[src/rtl/mips_trace_buffer.sv]
// Retirement trace buffer for the single-cycle MIPS core: captures one record
// per retired instruction into a FIFO and streams each record as four 32-bit words.
module mips_trace_buffer #(
   parameter int DEPTH  = 8,
   parameter int ADDR_W = 3
) (
   input  logic              clk,
   input  logic              reset,
   input  logic              cap_en,
   input  logic [3:0]        cap_mask,
   input  logic [31:0]       pc_in,
   input  logic [31:0]       instr_in,
   input  logic [31:0]       write_data_in,
   input  logic [31:0]       store_data_in,
   input  logic [31:0]       alu_result_in,
   input  logic [4:0]        write_reg_in,
   input  logic              reg_write,
   input  logic              mem_write,
   input  logic              jump,
   input  logic              jal,
   input  logic              jr,
   input  logic              branch,
   input  logic              zero,
   output logic [31:0]       out_data,
   output logic              out_valid,
   input  logic              out_ready,
   output logic              out_last,
   output logic [ADDR_W:0]   count,
   output logic [15:0]       drop_count,
   output logic              overflow
);

   // Stream handshake: a word transfers on a rising edge where out_valid and
   // out_ready are both high; out_data/out_last stay put while the sink stalls.
   typedef enum logic [1:0] {W0, W1, W2, W3} word_t;

   word_t               state, state_next;
   logic [31:0]         mem_w0 [DEPTH];
   logic [31:0]         mem_w1 [DEPTH];
   logic [31:0]         mem_w2 [DEPTH];
   logic [31:0]         mem_w3 [DEPTH];
   logic [ADDR_W-1:0]   wr_ptr, rd_ptr;
   logic [ADDR_W:0]     count_q;
   logic [15:0]         seq;
   logic [15:0]         drop_q;
   logic                overflow_q;
   logic [3:0]          flags;
   logic                retire, qualify, full, accept, pop, push, drop;
   logic [31:0]         w3_sel;

   assign flags   = {reg_write, mem_write, jump | jal | jr, branch & zero};
   assign retire  = cap_en & ~reset;
   assign qualify = retire & ((cap_mask == 4'd0) | (|(flags & cap_mask)));
   assign full    = (count_q == (ADDR_W+1)'(DEPTH));
   assign accept  = out_valid & out_ready;
   assign pop     = accept & (state == W3);
   // A full FIFO still takes the record when the head leaves in the same cycle.
   assign push    = qualify & (~full | pop);
   assign drop    = qualify & full & ~pop;
   assign w3_sel  = reg_write ? write_data_in :
                    mem_write ? store_data_in : alu_result_in;

   assign out_valid  = (count_q != '0);
   assign count      = count_q;
   assign drop_count = drop_q;
   assign overflow   = overflow_q;

   always_ff @(posedge clk) begin
      if (reset) state <= W0;
      else       state <= state_next;
   end

   always_comb begin
      state_next = state;
      out_data   = 32'd0;
      out_last   = 1'b0;
      if (out_valid) begin
         case (state)
            W0: out_data = mem_w0[rd_ptr];
            W1: out_data = mem_w1[rd_ptr];
            W2: out_data = mem_w2[rd_ptr];
            W3: begin
               out_data = mem_w3[rd_ptr];
               out_last = 1'b1;
            end
            default: out_data = 32'd0;
         endcase
      end
      if (accept) begin
         case (state)
            W0:      state_next = W1;
            W1:      state_next = W2;
            W2:      state_next = W3;
            default: state_next = W0;
         endcase
      end
   end

   always_ff @(posedge clk) begin
      if (push) begin
         mem_w0[wr_ptr] <= {4'hA, flags, 3'b000, write_reg_in, seq};
         mem_w1[wr_ptr] <= pc_in;
         mem_w2[wr_ptr] <= instr_in;
         mem_w3[wr_ptr] <= w3_sel;
      end
   end

   always_ff @(posedge clk) begin
      if (reset) begin
         wr_ptr     <= '0;
         rd_ptr     <= '0;
         count_q    <= '0;
         seq        <= 16'd0;
         drop_q     <= 16'd0;
         overflow_q <= 1'b0;
      end else begin
         if (retire) seq <= seq + 16'd1;
         if (push)   wr_ptr <= wr_ptr + 1'b1;
         if (pop)    rd_ptr <= rd_ptr + 1'b1;
         case ({push, pop})
            2'b10:   count_q <= count_q + 1'b1;
            2'b01:   count_q <= count_q - 1'b1;
            default: count_q <= count_q;
         endcase
         if (drop) begin
            overflow_q <= 1'b1;
            if (drop_q != 16'hFFFF) drop_q <= drop_q + 16'd1;
         end
      end
   end

endmodule

[config.mk]
export PLATFORM = sky130hd
export DESIGN_NAME = mips_trace_buffer
export DESIGN_NICKNAME = d
export VERILOG_FILES = /design/src/rtl/mips_trace_buffer.sv
export SDC_FILE = /design/constraint.sdc
export NUM_CORES = 1
export LEC_CHECK = 0
export CAP_MARGIN = 10
export CORE_ASPECT_RATIO = 1.5
export CORE_UTILIZATION = 30
export DETAILED_ROUTE_END_ITERATION = 12
export PLACE_DENSITY = 0.59
export SYNTH_ARGS = -nofsm -noshare
export SYNTH_HDL_FRONTEND = slang
export SYNTH_SLANG_ARGS = --single-unit
[constraint.sdc]
create_clock -name clk -period 16.38 [get_ports clk]
set_input_delay 2.457 -clock clk [delete_from_list [all_inputs] [get_ports clk]]
set_output_delay 2.457 -clock clk [all_outputs]
set_load 0.1 [all_outputs]
==> results of run 1 <==
power by group through the flow:
stage                     combinational (mW)  clock [mW]  sequential, mW
after floorplan                        0.152           0            2.97
after global placement                 0.307           0            2.95
after detailed placement               0.313           0            2.96
after CTS                              0.314        2.28            2.90
after global routing                   0.328        2.37            2.90
final                                  0.310        2.23            2.90
per-layer routing:
layer  share of wire  up-vias
met2            0.51      621
met1            0.40    10800
met5         0.00034        -
li1                -     8826
met3           0.061      151
met4           0.037        6
kinds of logic after synthesis:
kind of cell / count (synthesis) / synth area share
XOR/XNOR: 15 / 0.00329
adder cells (fa/ha/maj): 11 / 0.00363
AO/OA/AOI/OAI: 227 / 0.0371
AND/OR/NAND/NOR: 264 / 0.0309
multiplexers: 353 / 0.158
buffers and inverters: 132 / 0.0160
flip-flops: 1016 / 0.751
synthesized netlist by cell type, types with 20 or more instances:
master,count
edfxtp_1,968
nand2_1,132
a21oi_1,65
clkbuf_1,37
mux2i_1,88
a221oi_1,25
nor2_1,37
buf_4,20
nand3_1,31
o21ai_0,53
mux4_2,218
dfxtp_1,48
buf_2,44
mux2_2,46
sequential cells by signal, indices dropped and copies added (netlist names), named ones only:
signal / flops
rd_ptr: 3
wr_ptr: 3
count: 4
seq: 16
mem_w1: 256
state: 2
mem_w0: 200
mem_w3: 256
overflow: 1
drop_count: 16
mem_w2: 256
path summary, 6_finish.rpt:
kind | startpoint | end | slack, ps | depth (start not counted)
max reg2reg | state[0] | mem_w1[6][27] | 12940 | 7
min reg2reg | overflow | overflow | 490 | 2
min | overflow | overflow | 490 | 2
max | flop | out_data[11] | 7720 | 9
worst register-to-register path, stage by stage (launching register included):
cell     delay, ps
dfxtp_1        400
ha_1           420
nand2_1        240
and3_1         300
a21oi_1        320
nand2_1        240
nor3b_2        320
buf_12         700
cell type report:
cell class | instances | share of cell area
Tap cell | 1732 | 0.0455
Antenna cell | 7 | 0.000368
Multi-Input combinational cell | 870 | 0.197
Sequential cell | 1016 | 0.631
Clock inverter | 48 | 0.0101
Timing Repair Buffer | 275 | 0.0576
Inverter | 17 | 0.00134
Clock buffer | 129 | 0.0563
per-stage QoR:
stage / power (mW) / std cells
6_report: 5.44 / 4094
5_1_grt: 5.60 / 4089
4_1_cts: 5.49 / 4084
3_5_place_dp: 3.27 / 3907
3_3_place_gp: 3.26 / 3907
2_1_floorplan: 3.12 / 2018
==> flow_summary.toml, run 1 <==
[route]
drtIter0Drc = 1508
via_per_inst = 4.97
drc = 0
vias = 20400
routed_wl_um = 102000
wire_per_inst_um = 24.9
final_antenna_net_count = 0
dr.pass1.iters = 5

[floorplan]
core.rowCount = 163
core_um2 = 132000
die_h_um = 449
io_pins = 235
die_x_um = 300
die-area_um2 = 135000
initial_utilization = 0.303

[sta]
setup_viol = 0
post-route-min-period_ps = 8660
rsz0062_at_grt = "false"
clock_skew_ps = 38.3
max-slew-margin-rel = 0.201
hold_viol_final = 0
period_share = 0.529
finalMaxSlewViolations = 0
fmax_ghz = 0.115
finalSetupTns_ps = 0
worst_pin_slew_ps = 1190
whs_ps = 495
fin_ws_ps = 7720

[layout]
final_area_um2 = 47600
fillers = 12000
regArea_um2 = 30000
nNetsFinal = 2469
final_common_cell = "edfxtp_1"
final_cell_mix = "edfxtp_1, clkdlybuf4s50_1, mux4_2, nand2_1, clkbuf_16"
multiInputGateArea_um2 = 9390
drive_above_1_share = 0.200
area_delta_synth_final_pct = 19.0
fin_util = 0.361

[worst_setup_path]
cpLargestDelayFamily = "buffers and inverters"
setup.worst_path.start_class = "flop"
crit_fanout = 52
path_cells = "buf_4 -> buf_4 -> buf_4 -> mux4_2 -> nand2_1 -> nand2_1 -> a21oi_1 -> a211oi_1 -> clkdlybuf4s50_1"
max_stage_delay_ps = 1260
critPathArrivalTime_ps = 6200
crit_type = "flop to output port"
crit_path_frequent_cell = "buf_4"
end_kind = "output port"
cp_data_required_time_ps = 13920
critPathBufInv = 4
cpMaxStageDelayCell = "clkdlybuf4s50_1"

[logic_synthesis]
yosysTopAreaCell = "edfxtp_1"
synth-seq-cells = 1016
synth_edf_count = 968
synth_top_area_share = 0.727
yosysSeqAreaShare = 0.751
synthCells = 2018
yosys-top-cells-area = "edfxtp_1, mux4_2, dfxtp_1"
mappedNetlistArea_um2 = 40000
ys_async_sr_fraction = 0
syn-num-nets = 2209
syn_area_per_cell_um2 = 19.8
ys_warn_count = 0
dominantRegCellSynth = "edfxtp_1"
yosysUniqueCellTypes = 59

[flow_run]
timing.max_cap.violations = 0

[placement]
io_buffers = 234
hpwl_um = 58200
gp_congestion = 0.730
detailed_place.area_um2 = 44400
dp_slack_ps = 8300

[clock_network]
cts.sinks = 1016
postCtsSetupBuffers = 0
path_clk_slew_ps = 60
clkLatencyLatePin_ps = 700
numCtsBuffers = 98
cts-root-buf = "clkbuf_16"
cts_tree = "yes"
ctsResizeCount = 0
ctsHoldBuffers = 0
cts_buffer_depth = 3
htree_num_levels = 3

[run_status]
status = "finished clean"

[power]
switching_share = 0.220
switchingPower_mw = 1.20
clkPwrFrac = 0.410
power_density_nw_per_um2 = 114
p_leak_nw = 14.5
power_frac_comb = 0.057
ir_drop_mv = 0.0795
p_seq_frac = 0.533
p_int_mw = 4.24

[global_routing]
track_usage = 0.151
grtUsageMet1 = 0.185
gr-total-overflow = 0
use_met3 = 0.0259
grt_first_pass_wirelength_um = 148000
top_usage_layer = "met2"
grt_pass1_vias = 21900
grt_max_degree = 122
antenna_found_initial = 15
met2_usage = 0.261

[hold_path]
hold_class = "flop to flop"
Power figures use the tool's default switching activity.
==> run 2, diff against run 1 <==
Clock period 16.38 ns to 7.65 ns, I/O delays scaled along.
==> run 2 against run 1 <==
Non-clock buffer count decreased by 3. Via count decreased by 0.38%. Worst setup slack got worse by 6200 ps. Global-route usage decreased by 0.17 points. Routed wire length decreased by 0.86%. Design area about the same.
==> flow_summary.toml, run 2 (synthesis gave the netlist of run 1 again) <==
[run_status]
status = "finished clean"

[layout]
reg.largest.list = "mem_w1 x256, mem_w2 x256, mem_w3 x256"
drive_above_1_share = 0.197
final_area_um2 = 47600
area_delta_synth_final_pct = 19.0
instances_no_fill = 4088
final_cell_mix = "edfxtp_1, clkdlybuf4s50_1, mux4_2, nand2_1, clkbuf_16"
fillers = 12000
multiInputGateArea_um2 = 9400
regArea_um2 = 30000
fin_util = 0.360
nNetsFinal = 2464
final_common_cell = "edfxtp_1"

[route]
final_antenna_net_count = 0
routed_wl_um = 101000
vias = 20300
via_per_inst = 4.96
wire_per_inst_um = 24.7
drtIter0Drc = 1684
drc = 0
dr.pass1.iters = 5

[flow_run]
timing.max_cap.violations = 0

[hold_path]
hold_class = "flop to flop"
hold_path_startpoint = "overflow"

[clock_network]
htree_num_levels = 3
cts_buffer_depth = 3
ctsHoldBuffers = 0
cts.sinks = 1016
cts_tree = "yes"
path_clk_slew_ps = 60
cts-root-buf = "clkbuf_16"
numCtsBuffers = 96
clkLatencyLatePin_ps = 690
ctsResizeCount = 0
postCtsSetupBuffers = 0

[placement]
dp_cells = 3906
gp_congestion = 0.737
hpwl_um = 57800
detailed_place.area_um2 = 44400
io_buffers = 234

[worst_setup_path]
cp_data_required_time_ps = 6500
crit_type = "flop to output port"
worst_setup_path_endpoint = "out_data[7]"
worstReg2RegEnd = "mem_w3[5][12]"
setup.worst_path.start_class = "flop"
crit_start = "state[0]"
critPathArrivalTime_ps = 4990
end_kind = "output port"
rrSetupSlack_ps = 3560
reg2reg_from = "state[0]"
reg2reg_depth = 7
crit_fanout = 19

[sta]
setup_viol = 0
finalSetupTns_ps = 0
max-slew-margin-rel = 0.164
rsz0062_at_grt = "false"
post-route-min-period_ps = 6140
fmax_ghz = 0.163
finalMaxSlewViolations = 0
clock_skew_ps = 31.1
hold_viol_final = 0
period_share = 0.803
worst_pin_slew_ps = 1250

[global_routing]
grt_pass1_vias = 21500
gr-total-overflow = 0
grt_max_degree = 122
grt_first_pass_wirelength_um = 146000
antenna_found_initial = 15
track_usage = 0.149

[floorplan]
die_x_um = 300
initial_utilization = 0.303
core.rowCount = 163
core_um2 = 132000
io_pins = 235
die_h_um = 449
die-area_um2 = 135000

[power]
ir_drop_mv = 0.185
power_mw = 11.6
power_density_nw_per_um2 = 244
p_leak_nw = 14.5
-- run 2: area by class of cell --
| cell class | count | share of cell area |
|---|---|---|
| Sequential cell | 1016 | 0.632 |
| Multi-Input combinational cell | 870 | 0.198 |
| Timing Repair Buffer | 272 | 0.0579 |
| Clock buffer | 115 | 0.0533 |
| Tap cell | 1732 | 0.0456 |
| Clock inverter | 64 | 0.0127 |
| Inverter | 17 | 0.00134 |
| Antenna cell | 2 | 0.000105 |
-- run 2: stage by stage --
stage / setup WS (ps) / hold WS (ps)
after floorplan: -3970 / 472
after global placement: 2340 / 462
after detailed placement: 2280 / 467
after CTS: 1470 / 481
after global routing: 1320 / 505
final: 1510 / 479
-- run 2: worst max-delay path, stage by stage (launching register included) --
cell	delay (ps)
dfxtp_1	390
ha_1	820
and3b_1	640
a221oi_1	190
nand3_1	280
a21oi_1	80
a211oi_1	630
clkdlybuf4s50_1	1260
-- run 2: worst min path at each step --
stage          endpoint  slack (ps)  cells past startpoint
2_1_floorplan      flop         470                      2
3_3_place_gp   overflow         460                      2
3_5_place_dp   overflow         470                      2
4_1_cts        overflow         480                      2
5_1_grt        overflow         500                      2
6_report       overflow         480                      2
-- run 2: metal layers --
| layer | global-route usage | up-vias | routed length (µm) |
|---|---|---|---|
| met5 | 0 | - | 108 |
| met1 | 0.182 | 10700 | 40500 |
| met4 | 0.0552 | 16 | 3130 |
| met3 | 0.0288 | 151 | 5470 |
| met2 | 0.258 | 583 | 51800 |
| li1 | - | 8836 | - |
-- run 2: where the power goes --
group	total [mW]	switching, mW	internal, mW
Sequential	6.21	0.0252	6.18
Clock	4.75	2.04	2.71
Combinational	0.664	0.447	0.217
Total	11.6	2.52	9.11
==> run 3, diff against run 2 <==
Settings changed: PLACE_DENSITY 0.59 to 0.58.
Clock period 7.65 ns to 6.4 ns, I/O delays scaled along.
==> run 3 against run 2 <==
Non-clock buffer count is 14 higher. Largest cell class unchanged. Largest power group unchanged. Die area unchanged. Flip-flop and latch count unchanged. Clock-buffer cell count up 10. Critical endpoint is now out_data[19].
==> flow_summary.toml, run 3 (synthesis gave the netlist of run 1 again) <==
[sta]
post-route-min-period_ps = 5500
period_share = 0.859
worst_pin_slew_ps = 1260
hold_viol_final = 0
finalSetupTns_ps = 0
max-slew-margin-rel = 0.154
setup_viol = 0
finalMaxSlewViolations = 0
rsz0062_at_grt = "false"
clock_skew_ps = 28.6
fmax_ghz = 0.182

[layout]
area_delta_synth_final_pct = 19.4
final_cell_mix = "edfxtp_1, mux4_2, clkdlybuf4s50_1, nand2_1, clkbuf_16"
drive_above_1_share = 0.206
reg.largest.list = "mem_w1 x256, mem_w2 x256, mem_w3 x256"
final_area_um2 = 47700
nNetsFinal = 2480
final_common_cell = "edfxtp_1"
instances_no_fill = 4103
fin_util = 0.362
fillers = 12100

[placement]
detailed_place.area_um2 = 44600
dp_cells = 3919
gp_congestion = 0.757
hpwl_um = 60100
io_buffers = 234

[clock_network]
cts-root-buf = "clkbuf_16"
ctsResizeCount = 0
cts_tree = "yes"
cts_buffer_depth = 3
ctsHoldBuffers = 0
cts.sinks = 1016
htree_num_levels = 3
numCtsBuffers = 98
path_clk_slew_ps = 60
postCtsSetupBuffers = 0
clkLatencyLatePin_ps = 690

[route]
routed_wl_um = 103000
wire_per_inst_um = 25.1
dr.pass1.iters = 7
final_antenna_net_count = 0
via_per_inst = 5.02
drtIter0Drc = 1676
vias = 20600
drc = 0

[floorplan]
io_pins = 235
die_h_um = 449
die-area_um2 = 135000
die_x_um = 300
core.rowCount = 163
initial_utilization = 0.303
core_um2 = 132000

[worst_setup_path]
max_stage_delay_ps = 1010
rrSetupSlack_ps = 2800
cpMaxStageDelayCell = "dfxtp_4"
reg2reg_depth = 7
end_kind = "output port"
reg2reg_from = "state[0]"
setup.worst_path.start_class = "flop"
path_cells = "buf_4 -> mux4_2 -> mux2_2 -> a221oi_1 -> a21oi_1 -> clkdlybuf4s50_1"
cp_data_required_time_ps = 5440
critPathArrivalTime_ps = 4540
worstReg2RegEnd = "mem_w2[7][18]"
crit_fanout = 61
crit_type = "flop to output port"
worst_setup_path_endpoint = "out_data[19]"

[global_routing]
gr-total-overflow = 0
antenna_found_initial = 27
grt_max_degree = 122
grt_first_pass_wirelength_um = 148000
grt_pass1_vias = 21900
track_usage = 0.152

[power]
p_seq_frac = 0.533
clkPwrFrac = 0.410
power_density_nw_per_um2 = 292
ir_drop_mv = 0.187
switching_share = 0.216
switchingPower_mw = 3.01
power_mw = 13.9
p_leak_nw = 14.6
power_frac_comb = 0.057
p_int_mw = 10.9

[hold_path]
whs_path_depth = 2
hold_path_startpoint = "overflow"
hold_class = "flop to flop"

[run_status]
status = "finished clean"

[flow_run]
timing.max_cap.violations = 0
## run 3: cell types whose count changed in the layout (fill, tap and decap cells not counted), sizes merged
cell / delta
buf: +26
clkbuf: +11
clkdlybuf4s50: -13
clkinv: -3
clkinvlp: -5
diode: -1
## run 3: metal layers
| metal | global-route usage | up-vias | wire length (µm) |
|---|---|---|---|
| met3 | 0.0288 | 169 | 6220 |
| met1 | 0.187 | 10900 | 40800 |
| met2 | 0.261 | 642 | 52200 |
| met5 | 0 | - | 195 |
| li1 | - | 8871 | - |
| met4 | 0.0592 | 28 | 3480 |
## run 3: power groups by stage
stage | logic (mW) | registers [mW] | clock network, mW
floorplan | 0.392 | 7.58 | 0
global placement | 0.789 | 7.56 | 0
detailed placement | 0.803 | 7.57 | 0
CTS | 0.805 | 7.43 | 5.83
global route | 0.838 | 7.43 | 6.06
finish | 0.793 | 7.43 | 5.70
## run 3: worst min path at each step
stage                          end  slack, ps
after global routing      overflow        520
after floorplan               flop        470
after global placement    overflow        470
final                     overflow        480
after CTS                 overflow        500
after detailed placement  overflow        480
## run 3: metrics by stage
step | hold WS, ps | setup WS [ps]
floorplan | 472 | -2520
global placement | 468 | 1550
detailed placement | 476 | 1500
CTS | 496 | 720
global route | 521 | 677
finish | 483 | 900
## run 3: cell type report
type / instances / area (µm²) / share of cell area
sequential: 1016 / 30000 / 0.629
clock buffer: 125 / 2580 / 0.0541
timing repair buffer: 286 / 2880 / 0.0603
antenna: 1 / 2.50 / 0.0000524
tap: 1732 / 2170 / 0.0454
inverter: 17 / 63.8 / 0.00134
multi-input combinational: 870 / 9430 / 0.198
clock inverter: 56 / 559 / 0.0117
## run 3: worst max-delay path: cells and delay by family (launching register included)
family	cells	cell delay, ps
buffers and inverters	2	1590
AOI/OAI and AO/OA	2	520
muxes	2	660
DFF	1	1010
